==> src/rtl/seg7_pkg.sv <==
// Shared 7-segment constants and encoder for the switch/digit display.
// Segments are active-low: bit 7 = DP, bits 6:0 = g..a.
package seg7_pkg;

  localparam logic [7:0] SEG_BLANK  = 8'hFF;
  localparam int         SEG_DP_BIT = 7;

  localparam logic [7:0] SEG_DIGIT [0:9] = '{
    8'hC0, 8'hF9, 8'hA4, 8'hB0, 8'h99,
    8'h92, 8'h82, 8'hF8, 8'h80, 8'h90
  };

  // Maps a 4-bit value to its digit pattern (DP off); non-decimal values blank.
  function automatic logic [7:0] seg_pattern(input logic [3:0] value);
    logic [7:0] pattern;
    case (value)
      4'd0:    pattern = SEG_DIGIT[0];
      4'd1:    pattern = SEG_DIGIT[1];
      4'd2:    pattern = SEG_DIGIT[2];
      4'd3:    pattern = SEG_DIGIT[3];
      4'd4:    pattern = SEG_DIGIT[4];
      4'd5:    pattern = SEG_DIGIT[5];
      4'd6:    pattern = SEG_DIGIT[6];
      4'd7:    pattern = SEG_DIGIT[7];
      4'd8:    pattern = SEG_DIGIT[8];
      4'd9:    pattern = SEG_DIGIT[9];
      default: pattern = SEG_BLANK;
    endcase
    return pattern;
  endfunction

endpackage

==> src/rtl/switch_debouncer.sv <==
// One switch channel: 2-flop synchroniser followed by a persistence counter.
// A new level is accepted only after DEBOUNCE_CYCLES consecutive mismatching
// cycles; any return to the accepted level restarts the count.
module switch_debouncer #(
  parameter int DEBOUNCE_CYCLES = 500000
) (
  input  logic clock,
  input  logic reset_n,
  input  logic raw,
  output logic stable,
  output logic pending,
  output logic rise
);

  localparam int             CW       = $clog2(DEBOUNCE_CYCLES + 1);
  localparam logic [CW-1:0]  CNT_LAST = CW'(DEBOUNCE_CYCLES - 1);

  logic          sync_1;
  logic          sync_2;
  logic [CW-1:0] cnt;

  logic          accept;

  // Acceptance happens on the cycle the counter sits at its last value while
  // the synchronised level still disagrees with the accepted one.
  assign accept  = (sync_2 != stable) && (cnt == CNT_LAST);
  assign rise    = accept && sync_2;
  assign pending = (cnt != '0);

  // Synchroniser, persistence counter and accepted level.
  // NOTE: all state here updates with <= so every flop samples pre-edge values;
  // blocking assignments would collapse the two synchroniser stages into one.
  always_ff @(posedge clock) begin
    if (!reset_n) begin
      sync_1 <= 1'b0;
      sync_2 <= 1'b0;
      stable <= 1'b0;
      cnt    <= '0;
    end else begin
      sync_1 <= raw;
      sync_2 <= sync_1;
      if (sync_2 == stable) begin
        cnt <= '0;
      end else if (accept) begin
        stable <= sync_2;
        cnt    <= '0;
      end else begin
        cnt <= cnt + 1'b1;
      end
    end
  end

endmodule

==> src/rtl/switch_digit_display.sv <==
// Switch -> LED / 7-segment display block. Each channel is debounced; its LED
// shows the accepted level and its digit shows either that level or a BCD
// count of accepted switch-up events. DP is lit while a change is settling.
module switch_digit_display
  import seg7_pkg::*;
#(
  parameter int CHANNELS        = 6,
  parameter int DEBOUNCE_CYCLES = 500000
) (
  input  logic                  clock,
  input  logic                  reset_n,
  input  logic [CHANNELS-1:0]   SW,
  input  logic                  mode,
  input  logic                  count_clear,
  output logic [CHANNELS-1:0]   LEDR,
  output logic [8*CHANNELS-1:0] HEX
);

  logic [CHANNELS-1:0] stable;
  logic [CHANNELS-1:0] pending;
  logic [CHANNELS-1:0] rise;

  logic [3:0] upcount [CHANNELS];
  logic [7:0] hex_q   [CHANNELS];
  logic [7:0] hex_d   [CHANNELS];

  for (genvar i = 0; i < CHANNELS; i++) begin : g_chan
    switch_debouncer #(
      .DEBOUNCE_CYCLES(DEBOUNCE_CYCLES)
    ) u_debouncer (
      .clock  (clock),
      .reset_n(reset_n),
      .raw    (SW[i]),
      .stable (stable[i]),
      .pending(pending[i]),
      .rise   (rise[i])
    );

    assign HEX[8*i +: 8] = hex_q[i];
  end

  assign LEDR = stable;

  // Next digit image per channel: selected source pattern with DP = ~pending.
  always_comb begin
    for (int i = 0; i < CHANNELS; i++) begin
      hex_d[i] = mode ? seg_pattern(upcount[i]) : seg_pattern({3'b000, stable[i]});
      hex_d[i][SEG_DP_BIT] = ~pending[i];
    end
  end

  // Up-counters (clear beats increment) and registered HEX digits.
  // NOTE: the counters are a handful of flops, so resetting them is cheap and
  // keeps the display deterministic from the first edge after reset.
  always_ff @(posedge clock) begin
    if (!reset_n) begin
      for (int i = 0; i < CHANNELS; i++) begin
        upcount[i] <= 4'd0;
        hex_q[i]   <= SEG_BLANK;
      end
    end else begin
      for (int i = 0; i < CHANNELS; i++) begin
        if (count_clear) begin
          upcount[i] <= 4'd0;
        end else if (rise[i]) begin
          upcount[i] <= (upcount[i] == 4'd9) ? 4'd0 : upcount[i] + 4'd1;
        end
        hex_q[i] <= hex_d[i];
      end
    end
  end

endmodule

==> config.mk <==
export PLATFORM = sky130hd
export DESIGN_NAME = switch_digit_display
export DESIGN_NICKNAME = d
export VERILOG_FILES = /design/src/rtl/seg7_pkg.sv /design/src/rtl/switch_debouncer.sv /design/src/rtl/switch_digit_display.sv
export SDC_FILE = /design/constraint.sdc
export NUM_CORES = 1
export LEC_CHECK = 0
export CAP_MARGIN = 20
export CORE_MARGIN = 5
export CORE_UTILIZATION = 55
export CTS_CLUSTER_SIZE = 20
export DETAILED_ROUTE_END_ITERATION = 10
export PLACE_DENSITY_LB_ADDON = 0.2
export SYNTH_ARGS = -nofsm -noshare
export SYNTH_HDL_FRONTEND = slang
export SYNTH_SLANG_ARGS = --single-unit
==> constraint.sdc <==
create_clock -name clock -period 3.8 [get_ports clock]
set_clock_uncertainty 0.2 [all_clocks]
set_input_delay 0.57 -clock clock [delete_from_list [all_inputs] [get_ports clock]]
set_output_delay 0.57 -clock clock [all_outputs]
set_load 0.005 [all_outputs]
Word-level counts from Yosys, hierarchy flattened:

Memory sizes are Yosys's and may differ from the RTL's.
Index checks and enable logic that the tools add are counted.

* output and inout bits: 54
* bits in read-only memories: 672
* logic and storage cells: 200
* input port bits: 10
* RAM bits: 72
* register bits: 132
* memories kept: 8

Memories
* (name not given): words 16, bits a word 7, read ports 1, clocked after memory_dff 0, wr ports 0, line seg7_pkg.sv:16 `case (value)`
* (name not given): words 16, bits a word 7, read ports 1, clocked after memory_dff 0, wr ports 0, line seg7_pkg.sv:16
* (name not given): words 16, bits a word 7, read ports 1, clocked after memory_dff 0, wr ports 0, line seg7_pkg.sv:16
* (name not given): words 16, bits a word 7, read ports 1, clocked after memory_dff 0, wr ports 0, line seg7_pkg.sv:16
* (name not given): words 16, bits a word 7, read ports 1, clocked after memory_dff 0, wr ports 0, line seg7_pkg.sv:16
* (name not given): words 16, bits a word 7, read ports 1, clocked after memory_dff 0, wr ports 0, line seg7_pkg.sv:16
* +2 memories

* muxes and demuxes: 65
* add/subtract/negate cells: 12
* bitwise gates (word level): 37
* equality and inequality tests: 24
* reductions and logical operators: 30

Operators by type and width (count)
* 19-bit by 1-bit adder with 19-bit output (second input constant): 6
* 19-bit == test (second input constant): 6
* 19-bit nonzero test: 6
* 7-bit one-hot mux with 2 select lines: 6
* 4-bit two-way mux: 18
* 8-bit two-way mux: 6
* 7-bit two-way mux: 6
* 1-bit two-way mux: 29
* 4-bit by 1-bit adder with 4-bit output (second input constant): 6
* 4-bit == test (second input constant): 6
* 1-bit inverter: 19
* 1-bit bitwise OR: 18
* 3-bit OR reduction: 6
* 1-bit logical AND: 12
* 2-bit AND reduction: 6
* 1-bit == test: 6
* 1-bit != test: 6

Longest topological paths before layout:

Gate-level depths: netlist of the first run.

* depth in word-level cells: 8
* depth in mapped cells: 8
* gate-level depth less buffers: 6

Modules after synthesis:

A second synthesis of the first run with hierarchy kept.

* cell total of the unflattened synthesis: 1087
* area, all modules: 9867.0 um^2

Modules (own cells, without submodules)
* switch_debouncer: instances 6, sequential area each 440.4 um^2, cells each 120, area an instance 1051.0 um^2
* switch_digit_display: instances 1, sequential area each 1681.6 um^2, cells each 367, area an instance 3560.9 um^2

Worst setup path before layout of the first run:

OpenSTA, ideal clock, no wires.

* kind: flip-flop to flip-flop
* start point: reg g_chan[0].u_debouncer.cnt[0]
* end point: mem upcount[0][0], enable pin
* arrival time: 1.796 ns
* period minus slack after synthesis: 2.368 ns
* stages on the path, launching flop included: 5
* slack: 1.432 ns
* library setup time: 0.373 ns
* data required time: 3.227 ns
* buffers on the path: 0
* cells stage by stage: dfxtp_1 -> ha_1 -> nand4_1 -> or4_4 -> o31ai_1

RTL lines
* start: declaration: line switch_debouncer.sv:20 `logic [CW-1:0] cnt;`
* start signal: assignment: line switch_debouncer.sv:48 `cnt <= cnt + 1'b1;`
* end: declaration: line switch_digit_display.sv:23 `logic [3:0] upcount [CHANNELS];`

==> metrics.txt, run 1 <==
status finished clean; biggest area consumer among synthesized cells dfxtp_1; fin crit period 2.67 ns; post-route cell area 11100 sq um; Worst path slowest cell or4_4; largest family of logic cells by synthesized area simple AND/OR/NAND/NOR gates; Max Cap Viol 0; ranking of synthesized cells by area dfxtp_1 37%, edfxtp_1 7.4%, ha_1 5.4%, nor2_1 5.3%, xnor2_1 4.3%; count of final setup violators 0; synthesized flop and latch total 204; cell area power density 413 nW/um^2; post-synthesis async set-or-reset flop share 0%; multiplexer share of the synthesized area 0.426%; antenna fix cells 0; Syn Inst Count 1123; GP Congestion 0.854; Fin. Hold Viols 0; dpl hpwl 14500 um; WP data required 3.73 ns; die height 143 um; post-synthesis adder-cell area fraction 5.43%; Fillers 1477; drt initial violations 511; vias per cell 5.60; Seq/Total Area, Yosys 44.7%; I/O pin total 64; Routed WL per cell 14.7 um; fmax 375 MHz; IO Port Bufs 63; critical path cell sequence ha_1, nand4_1, or4_4, o31ai_1; slowest stage delay, CP 0.64 ns; Core Box Area 17300 sq um; Rows 48; die area 20400 sq um; number of global-route vias before repair 7145; fraction of the mapped netlist area in simple logic gates 25.5%; wire length of the first global-routing pass 34400 um; Die X 143 um; RSZ-0062 raised after global routing false; Synth Net Count 1175; Compound-Gate Fraction of Synth Area 11.5%; Synth Area per Inst 8.62 sq um; CTS hold repair buffers 0; CTS buffer count 22; Reg clk slew, reported paths 0.06 ns; initial antenna violation count 0; TNS Setup 0 ns; via count 7854; mapped cell area 9680 sq um; Final #Nets 1215; post-synth top area share 37.2%; Critical Path AT 2.59 ns; CTS tree built; Post-CTS Setup Inserts 0; Overflow after GRT 0; launching element type of the critical path flip-flop; layout cells sized above 1 5.01%; Area after DPL 10400 sq um; Yosys cell types 47; initial core utilization 56.0%; Setup crit end kind flip-flop; largest net degree at the start of global routing 36; XOR/XNOR Fraction of Synth Area 8.14%; Final Slew Violations 0; most common cell after layout, fill and taps aside dfxtp_1; cts repair resizes 0; Final ANT Viol Nets 0; CTS Root Cell clkbuf_16; # DRC 0; Primary FF master, synth dfxtp_1; Routed WL 20600 um; Crit Path Max Fanout 6; Worst-Margin Slew 0.744 ns; Total Routing Usage GR 19.9%; CTS sink cnt 204; highest ir drop seen on vdd 0.352 mV; area grow syn2layout 14.7%; maximum clock path buffer count 3; Leak 3.85 nW; drt pass-1 iters 5; crit path kind reg2reg; hold crit path type reg2reg; worst slew margin relative to its limit 50.4%; Worst Path Buf+Inv 0; synth warn 0; H-tree depth 1; worst skew pair latency 0.50 ns; Post-synth EDFFs 24; CP delay by family, top simple AND/OR/NAND/NOR gates; commonest cells after routing, fill and taps aside 180 x dfxtp_1, 136 x nor2_1, 85 x nand2_1, 77 x a21oi_1, 73 x o21ai_0; fin crit share 70.2%
## logic make-up (layout without fill, tap and decap cells)
| kind of cell | Yosys count | in the layout |
|---|---|---|
| AO/OA/AOI/OAI | 196 | 196 |
| flip-flops | 204 | 204 |
| multiplexers | 4 | 4 |
| XOR/XNOR | 90 | 90 |
| AND/OR/NAND/NOR | 482 | 482 |
| buffers and inverters | 105 | 160 |
| adder cells (fa/ha/maj) | 42 | 42 |
## registers in the layout, summed over array words and instances, names as in the netlist
signal,count
g_chan.u_debouncer.cnt,114
g_chan.u_debouncer.stable,6
g_chan.u_debouncer.sync_1,6
g_chan.u_debouncer.sync_2,6
hex_q,48
upcount,24
## worst reg2reg max path, cell delays in order, from the launching register on
cell and delay [ns]:
dfxtp_1 0.39, ha_1 0.25, nand4_1 0.26, or4_4 0.64, o31ai_1 0.55
## power by group
part / internal, W / leakage (nW) / switching, W
sequential: 0.00223 / 1.73 / 0.0000482
combinational: 0.000131 / 1.77 / 0.000133
clock: 0.00120 / 0.350 / 0.000838
## final timing paths
check / startpoint / endpoint / slack (ns) / cells past startpoint
max reg2reg: g_chan[0].u_debouncer.cnt[0] / upcount[0][1] / 1.13 / 4
min reg2reg: g_chan[3].u_debouncer.sync_1 / g_chan[3].u_debouncer.sync_2 / 0.23 / 1
min: g_chan[3].u_debouncer.sync_1 / g_chan[3].u_debouncer.sync_2 / 0.23 / 1
max: g_chan[0].u_debouncer.cnt[0] / upcount[0][1] / 1.13 / 4
## synth_stat cells (2+ instances only)
| cell | count |
|---|---|
| inv_1 | 54 |
| or4_1 | 24 |
| ha_1 | 42 |
| nand3b_1 | 5 |
| o221ai_1 | 4 |
| o211ai_1 | 4 |
| buf_4 | 6 |
| and4_1 | 9 |
| clkbuf_1 | 36 |
| xor2_1 | 43 |
| and3_1 | 8 |
| and2_1 | 15 |
| o41ai_1 | 2 |
| nor2_1 | 136 |
| nand2b_1 | 21 |
| o22ai_1 | 3 |
| buf_1 | 6 |
| a21bo_2 | 3 |
| edfxtp_1 | 24 |
| mux2i_1 | 3 |
| nor3b_1 | 5 |
| nand4_1 | 27 |
| xnor2_1 | 47 |
| dfxtp_1 | 180 |
| nor3_1 | 14 |
| a21oi_1 | 77 |
| buf_2 | 3 |
| nand4b_1 | 8 |
| nor4_1 | 26 |
| or3_1 | 21 |
| a211oi_1 | 2 |
| or2_2 | 8 |
| a31o_2 | 2 |
| nand2_1 | 85 |
| or4_4 | 3 |
| o21ai_0 | 73 |
| nand3_1 | 64 |
| a21o_1 | 7 |
| o31ai_1 | 15 |
## metrics by stage
step                      worst slack (ns)  hold slack, ns  utilization (%)  cells  total power, W
final                                 1.13           0.227             64.2   1403         0.00459
after floorplan                       1.43           0.212                -   1123         0.00246
after global routing                 0.936           0.248             64.2   1403         0.00478
after detailed placement              1.08           0.222             60.2   1364         0.00259
after CTS                             1.12           0.236             64.2   1403         0.00464
after global placement                1.17           0.216             60.2   1364         0.00259
## layout make-up
type,count,area [sq um],area share (%)
Tap cell,225,282,2.53
Inverter,54,203,1.82
Timing Repair Buffer,67,661,5.95
Clock inverter,8,43.8,0.394
Sequential cell,204,4320,38.9
Multi-Input combinational cell,814,4940,44.5
Clock buffer,31,657,5.91
## routing by layer
metal / global-route usage [%] / wire [um]
met3: 3.01 / 939
met2: 32.3 / 9380
met4: 3.80 / 337
met5: 0 / 0
met1: 28.4 / 9970
(Power assumes the default switching activity.)
==> run 2: changes to the inputs <==
Settings changed: CORE_UTILIZATION 55 to 54.
Clock period 3.8 ns to 2.4 ns, I/O delays scaled along.
==> metrics.txt, run 2 (synthesis results as in run 1) <==
most common cell after layout, fill and taps aside dfxtp_1; CTS Root Cell clkbuf_16; CTS tree built; Fin. Hold Viols 0 (unchanged); fin crit share 98.9% (+29 points); commonest cells after routing, fill and taps aside 179 x dfxtp_1, 136 x nor2_1, 85 x nand2_1, 77 x a21oi_1, 73 x o21ai_0; IO Port Bufs 63 (unchanged); worst skew pair latency 0.50 ns (about the same); via count 7933 (+1.0%); Combinational Power Share 6.1% (+0.3 points); die height 144 um (+0.85%); Critical Path AT 2.52 ns (-0.07 ns); Max Cap Viol 0 (unchanged); drt pass-1 iters 5 (unchanged); drt initial violations 339 (-34%); Core Box Area 17800 sq um (+2.8%); Fillers 1540 (+4.3%); status finished clean; Largest register FFs 114 (unchanged); Reg clk slew, reported paths 0.06 ns (about the same); Worst-Margin Slew 0.500 ns (-0.244 ns); Min-Delay Startpoint reset_n; launching element type of the critical path flip-flop; CTS sink cnt 204 (unchanged); RSZ-0062 raised after global routing true; crit path kind reg2reg; Net Sw Frac 22.8% (+0.61 points); Final ANT Viol Nets 0 (unchanged); H-tree depth 1 (unchanged); die area 20700 sq um (+1.7%); Internal 0.00551 W (+54%); wire length of the first global-routing pass 34700 um (+0.62%); post-route cell area 11400 sq um (+2.5%); Setup crit end kind flip-flop; R2R Path Start g_chan[0].u_debouncer.cnt[14]; Multi-input gate area 4950 sq um (+0.23%); Area after DPL 10700 sq um (+2.9%); layout cells sized above 1 8.45% (+3.4 points); area grow syn2layout 17.6%; Post-CTS Setup Inserts 0 (unchanged); most flop-heavy register g_chan.u_debouncer.cnt; worst slew margin relative to its limit 66.6% (+16 points); Total Routing Usage GR 19.8% (-0.052 points); Routed WL per cell 14.1 um (-4.0%); Leak 4.01 nW (+4.2%); Sw Pwr 0.00163 W (+60%); cell area power density 627 nW/um^2 (+52%); # DRC 0 (unchanged); fin crit period 2.37 ns (-0.292 ns); initial core utilization 54.5% (-1.5 points); I/O pin total 64 (unchanged); Routed WL 20500 um (-0.90%); sequential share of power 50.6% (+0.9 points); CP startpoint g_chan[0].u_debouncer.cnt[14]; highest ir drop seen on vdd 0.527 mV (+49%); Top Registers g_chan.u_debouncer.cnt x114, hex_q x48, upcount x24; Core Util, Final 64.0% (-0.18 points); count of final setup violators 0 (unchanged); Clk pwr share 43.3% (-1.2 points); CTS buffer count 22 (unchanged); Final Slew Violations 0 (unchanged); Overflow after GRT 0 (unchanged); vias per cell 5.48 (-2.1%); Crit Path Max Fanout 4 (-2); initial antenna violation count 0 (unchanged); GP Congestion 0.883 (+3.4%); Tot Pwr 0.00714 W (+56%); Final #Nets 1255 (+3.3%); dpl hpwl 14400 um (-0.71%); maximum clock path buffer count 3 (unchanged); WP data required 2.55 ns (-1.18 ns); number of global-route vias before repair 7373 (+3.2%); register area 4330 sq um (about the same); fmax 421 MHz (+12%); largest net degree at the start of global routing 25 (-31%); Hold Worst Slack 0.133 ns (-0.0946 ns); Die X 144 um (+0.85%); antenna fix cells 0 (unchanged); Rows 49 (+2.1%); hold crit path type in2reg
## run 2: per-layer routing
metal / GRT usage [%] / vias up / wire length, um
met5: 0 / - / 0
li1: - / 4079 / -
met4: 5.80 / 0 / 497
met2: 32.2 / 157 / 9290
met3: 2.83 / 36 / 1040
met1: 27.5 / 3661 / 9630
## run 2: final timing paths
kind                            depth (start not counted)  slack [ns]                           end
worst max-delay path                                    4        0.03                 upcount[0][0]
worst min-delay path                                    3        0.13                   hex_q[4][2]
worst max register to register                          4        0.03                 upcount[0][0]
worst min register to register                          1        0.24  g_chan[5].u_debouncer.sync_2
## run 2: power by group through the flow
stage | clock, W | sequential (W) | combinational [W]
finish | 0.00309 | 0.00361 | 0.000435
global placement | 0 | 0.00369 | 0.000429
detailed placement | 0 | 0.00369 | 0.000434
CTS | 0.00317 | 0.00361 | 0.000438
global route | 0.00331 | 0.00362 | 0.000487
floorplan | 0 | 0.00366 | 0.000240
## run 2: critical path, stage by stage (launching register included)
cell      delay [ns]
dfxtp_2         0.32
or4_4           0.55
or4_4           0.50
or4_4           0.46
a211oi_2        0.20
## run 2: area by class of cell
type	count	share of cell area, %
timing repair buffer	107	8.39
inverter	54	1.78
clock buffer	26	5.15
clock inverter	14	0.692
sequential	204	38.0
tap	229	2.52
multi-input combinational	814	43.5
## run 2: stage by stage
stage | setup TNS, ns | setup WS (ns) | cells
2_1_floorplan | 0 | 0.0317 | 1123
3_3_place_gp | 0 | 0.0514 | 1408
3_5_place_dp | 0 | 0.00743 | 1408
4_1_cts | 0 | 0.00412 | 1448
5_1_grt | -0.0867 | -0.0210 | 1448
6_report | 0 | 0.0259 | 1448
## run 2: timing repair
item | CTS | global route
pin swaps | 0 | 1
gates resized for setup | 1 | 3
hold buffers | 0 | 0
setup endpoints to repair | 1 | 10
==> run 3: changes to the inputs <==
Settings changed: CELL_PAD_IN_SITES_DETAIL_PLACEMENT from default to 0, CELL_PAD_IN_SITES_GLOBAL_PLACEMENT from default to 2, CORE_UTILIZATION 54 to 33, SLEW_MARGIN from default to 30, TNS_END_PERCENT from default to 100.
==> metrics.txt, run 3 (synthesis results as in run 1) <==
status finished with violations; failing checks setup timing; drt pass-1 iters 4 (-1); worst skew pair latency 0.52 ns (+0.02 ns); Fillers 2985 (+94%); Largest register FFs 114 (unchanged); Area after DPL 11000 sq um (+3.0%); die height 181 um (+26%); RSZ-0062 raised after global routing true; Routed WL per cell 14.5 um (+2.6%); Worst Path Buf+Inv 0 (unchanged); most used cell along the critical path or4_4; Die X 181 um (+26%); Core Util, Final 41.5% (-23 points); Internal 0.00639 W (+16%); largest net degree at the start of global routing 20 (-20%); Fin. Hold Viols 0 (unchanged); H-tree depth 1 (unchanged); critical path cell sequence or4_4, or4_4, or4_4, a211oi_2; Worst path slowest cell or4_4; Reg clk slew, reported paths 0.06 ns (about the same); Critical Path AT 2.56 ns (+0.04 ns); die area 32900 sq um (+59%); initial antenna violation count 0 (unchanged); Rows 62 (+27%); CP delay by family, top simple AND/OR/NAND/NOR gates; wire length of the first global-routing pass 39800 um (+15%); count of final setup violators 1 (+1); Place WS -0.000503 ns (-0.00793 ns); Setup crit end kind flip-flop; GP Congestion 0.786 (-11%); Core Box Area 28900 sq um (+62%); Leak 4.24 nW (+5.7%); area grow syn2layout 23.7%; slowest stage delay, CP 0.55 ns (about the same); CTS Root Cell clkbuf_16; setup slack after layout -0.0125 ns (-0.0384 ns); Top Registers g_chan.u_debouncer.cnt x114, hex_q x48, upcount x24; hold crit path type in2reg; WP data required 2.55 ns (about the same); maximum clock path buffer count 3 (unchanged); Final #Nets 1272 (+1.4%); number of global-route vias before repair 7874 (+6.8%); fmax 415 MHz (-1.6%); Final Slew Violations 0 (unchanged); sequential share of power 44.3% (-6.3 points); most flop-heavy register g_chan.u_debouncer.cnt; cell area power density 682 nW/um^2 (+8.7%); reg2reg setup slack -0.01 ns (-0.04 ns); Total Routing Usage GR 14.1% (-5.7 points); fin crit period 2.41 ns (+0.0384 ns); Hold Worst Slack 0.0880 ns (-0.0449 ns); CTS buffer count 26 (+18%); via count 7900 (-0.42%); antenna fix cells 0 (unchanged); initial core utilization 33.6% (-21 points); Combinational Power Share 5.5% (-0.6 points); Worst-Margin Slew 0.515 ns (+0.0147 ns); highest ir drop seen on vdd 0.440 mV (-16%); Clk pwr share 50.2% (+6.9 points); Max Cap Viol 0 (unchanged); IO Port Bufs 63 (unchanged); fin crit share 101% (+1.6 points); vias per cell 4.86 (-11%); I/O pin total 64 (unchanged); Net Sw Frac 21.8% (-1.0 points); most common cell after layout, fill and taps aside dfxtp_1; commonest cells after routing, fill and taps aside 180 x dfxtp_1, 136 x nor2_1, 85 x nand2_1, 77 x a21oi_1, 73 x o21ai_0; CTS tree built; Overflow after GRT 0 (unchanged); Final ANT Viol Nets 0 (unchanged); Tot Pwr 0.00817 W (+14%); # DRC 0 (unchanged); layout cells sized above 1 9.92% (+1.5 points); dpl hpwl 17000 um (+18%); drt initial violations 420 (+24%); post-route cell area 12000 sq um (+5.2%); Routed WL 23500 um (+15%); Crit Path Max Fanout 4 (unchanged); register area 4320 sq um (about the same); Sw Pwr 0.00178 W (+9.2%); Multi-input gate area 4950 sq um (about the same); worst slew margin relative to its limit 65.7% (-0.94 points); launching element type of the critical path flip-flop; CTS sink cnt 204 (unchanged); crit path kind reg2reg
[run 3: cell types whose count changed in the layout (fill, tap and decap cells not counted)]
cell / change
dfxtp_2: -1
dfxtp_1: +1
clkbuf_8: +4
buf_4: +10
inv_6: +1
clkinvlp_4: -5
clkbuf_16: +6
clkinv_1: -1
and4_1: +1
and4_2: -1
buf_12: +3
bufinv_16: +3
[run 3: cell type report]
class / instances / share of cell area (%)
tap: 384 / 4.01
multi-input combinational: 814 / 41.3
clock buffer: 36 / 6.61
inverter: 54 / 1.69
sequential: 204 / 36.1
clock inverter: 12 / 1.14
timing repair buffer: 120 / 9.11
[run 3: path summary, 6_finish.rpt]
kind                            startpoint                      endpoint  depth (start not counted)
max          g_chan[0].u_debouncer.cnt[14]                 upcount[0][1]                          4
min                                reset_n                   hex_q[4][2]                          3
max reg2reg  g_chan[0].u_debouncer.cnt[14]                 upcount[0][1]                          4
min reg2reg   g_chan[0].u_debouncer.sync_1  g_chan[0].u_debouncer.sync_2                          1
[run 3: worst register-to-register path, cell delays in order (launching register included)]
cell      delay, ns
dfxtp_1        0.31
or4_4          0.55
or4_4          0.50
or4_4          0.47
a211oi_2       0.22
[run 3: routing by layer]
metal | GRT usage [%] | routed length (um) | vias up
met2 | 23.6 | 10700 | 91
met5 | 0 | 0 | -
met3 | 2.77 | 962 | 23
li1 | - | - | 4125
met4 | 2.55 | 302 | 0
met1 | 19.2 | 11600 | 3661
[run 3: power by group through the flow]
stage          Sequential (W)  Combinational [W]  Clock [W]
2_1_floorplan         0.00366           0.000240          0
3_3_place_gp          0.00369           0.000461          0
3_5_place_dp          0.00369           0.000458          0
4_1_cts               0.00362           0.000460    0.00424
5_1_grt               0.00363           0.000506    0.00437
6_report              0.00362           0.000450    0.00410
[run 3: what timing repair did]
action	in CTS	in global routing
buffers inserted	0	1
resized for setup	0	2
setup endpoints to repair	2	6
hold buffers	0	0
pin swaps	0	0
[run 3: through the flow]
stage / TNS [ns] / cells
finish: -0.0125 / 1624
global route: -0.0950 / 1624
CTS: -0.0169 / 1623
detailed placement: -0.000503 / 1575
global placement: 0 / 1575
floorplan: 0 / 1123
==> RTL edit (settings of run 3) <==
`CHANNELS`: 6 -> 12.
--- a/src/rtl/switch_digit_display.sv
+++ b/src/rtl/switch_digit_display.sv
@@ -5,5 +5,5 @@
   import seg7_pkg::*;
 #(
-  parameter int CHANNELS        = 6,
+  parameter int CHANNELS        = 12,
   parameter int DEBOUNCE_CYCLES = 500000
 ) (
Ports: changed (resized HEX, LEDR and SW); port bits go from 64 to 124. The function was not compared with the original's and may differ.
==> RTL edit against run 3 <==
  * Non-clock buffer count up 80
  * Worst setup slack better by 0.038 ns
  * Sequential cell count up 204
  * Synthesized area up 99%
  * Hold slack better by 0.077 ns
  * Clock power up 84%
  * Power up 92%
  * Cell area up 95%
  * Routed wire length up 110%
==> RTL edit: results (changes against run 3) <==
[outcome]
outcome = finished, final reports clean

[sta]
maxSlewHeadroom = 0.585  ; -0.0722
min_period_ns = 2.37  ; -0.0381 ns

[setup_path]
critPathCapture = upcount[1][12]
setup.worst_path.start = g_chan[7].u_debouncer.cnt[9]
rrSetupSlack_ns = 0.03  ; +0.04 ns
cp_max_fo = 4  ; unchanged
slowest_delay_ns = 0.54
critPathArrivalTime_ns = 2.59  ; +0.03 ns
rr_worst_depth = 4  ; unchanged
slowest_stage = or4_4

[placed_design]
portBuffers = 123  ; +95%
dpl.cell_count = 3061  ; +94%
gp_congestion = 0.786  ; unchanged
dp_hpwl_mm = 33.6  ; +98%
post-place-ws_ns = 0.0104  ; +0.0109 ns

[global_routing]
grt_pass1_vias = 15000  ; +91%
antenna_found_initial = 0  ; unchanged
grt_pass1_wl_mm = 78.5  ; +97%
grt_max_degree = 39  ; +95%
grt_use_total = 0.147  ; +0.00625

[final_layout]
drive_gt1_frac = 0.0821  ; -0.0170
stdcell_count = 3151  ; +94%
antenna_cells = 0  ; unchanged
final_nets = 2448  ; +92%
top_regs = g_chan.u_debouncer.cnt x228, hex_q x96, upcount x48
largest_reg_flops = 228  ; +100%

[route]
drt_iter0_markers = 733  ; +75%
drtPass1Iterations = 5  ; +1
vias = 15700  ; +98%
wire_per_inst_um = 15.3  ; +5.7%

[synthesis]
synth_nets = 2292  ; +95%
synthCells = 2192  ; +95%
synth_edf_count = 48  ; +100%
synth_cell_types = 59  ; +26%
synthTopCellsByArea = dfxtp_1, edfxtp_1, ha_1
yosysWarnings = 0  ; unchanged
synth_flop_cell = dfxtp_1
seq_area_frac_synth = 0.449  ; +0.00284
async_reset_ff_frac = 0  ; unchanged
synthTopCellsByCount = dfxtp_1, nor2_1, nand2_1

[clocking]
clockBufferDepth = 3  ; unchanged
cts_setup_buffers = 0  ; unchanged
cts_buffers = 49  ; +88%
clk-insertion-delay-late_ns = 0.58  ; +0.06 ns
root_buffer = clkbuf_16
htreeDepth = 2  ; +1
clk_pin_slew_ns = 0.06  ; about the same

[min_path]
hold_path_class = primary input to flop

[pwr]
ir_drop_mv = 0.511  ; +16%
leakagePower_nw = 8.14  ; +92%

==> RTL edit: changes by cell type after synthesis, sizes merged, moves of 42 or more <==
cell	change
xor2	+58
inv	+52
a21oi	+68
ha	+42
nand2	+64
dfxtp	+180
o21ai	+73
nor2	+122
nand3	+54
nand4	+45
==> RTL edit: cells by family after synthesis <==
family	count (synthesis)	synth area share
AOI/OAI and AO/OA	391	0.118
xor gates and xnor gates	184	0.0837
adders and majority gates	84	0.0546
buffers and inverters	202	0.0430
DFF	408	0.449
muxes	9	0.00481
and+or+nand+nor	914	0.246
==> RTL edit: report_power, final <==
group | internal [mW] | switching, mW
sequential | 7.08 | 0.175
clock | 4.59 | 2.94
combinational | 0.446 | 0.448
==> RTL edit: worst min path at each step <==
| stage | slack (ns) | startpoint | cells after the start | endpoint |
|---|---|---|---|---|
| floorplan | 0.21 | g_chan[0].u_debouncer.sync_1 | 1 | g_chan[0].u_debouncer.sync_2 |
| global placement | 0.22 | g_chan[10].u_debouncer.sync_1 | 1 | g_chan[10].u_debouncer.sync_2 |
| detailed placement | 0.22 | g_chan[4].u_debouncer.sync_1 | 1 | g_chan[4].u_debouncer.sync_2 |
| CTS | 0.12 | SW[7] | 2 | g_chan[7].u_debouncer.sync_1 |
| global route | 0.15 | SW[7] | 2 | g_chan[7].u_debouncer.sync_1 |
| finish | 0.16 | SW[10] | 2 | g_chan[10].u_debouncer.sync_1 |
==> RTL edit: worst max-delay path: cells and delay by family (launching register included) <==
family | cells | cell delay, ns
and+or+nand+nor | 4 | 1.70
DFF | 1 | 0.31
==> RTL edit: cell type report <==
cell class                 count  area (um2)
clock buffer                  71        1480
clock inverter                18         180
fill                        5889       34300
inverter                     107         402
multi-input combinational   1582        9790
sequential                   408        8650
tap                          765         957
timing repair buffer         200        1910
==> RTL edit: metal layers <==
metal,global-route usage,wire (um),up-vias,share of wire
li1,-,-,8035,-
met1,0.203,23700,7366,0.49
met2,0.241,21900,208,0.45
met3,0.0240,1770,56,0.037
met4,0.0393,926,0,0.019
met5,0,0,-,0
==> RTL edit: metrics by stage <==
step | cell area, um2 | setup TNS, ns
global route | 23400 | -0.0544
detailed placement | 21700 | 0
CTS | 23400 | 0
floorplan | 19300 | 0
global placement | 21700 | 0
finish | 23400 | 0
==> RTL edit: timing repair <==
action / CTS / global route
resized for setup: 1 / 0
hold buffers: 1 / 0
endpoints found under the setup margin: 1 / 2
endpoints found under the hold margin: 9 / 0
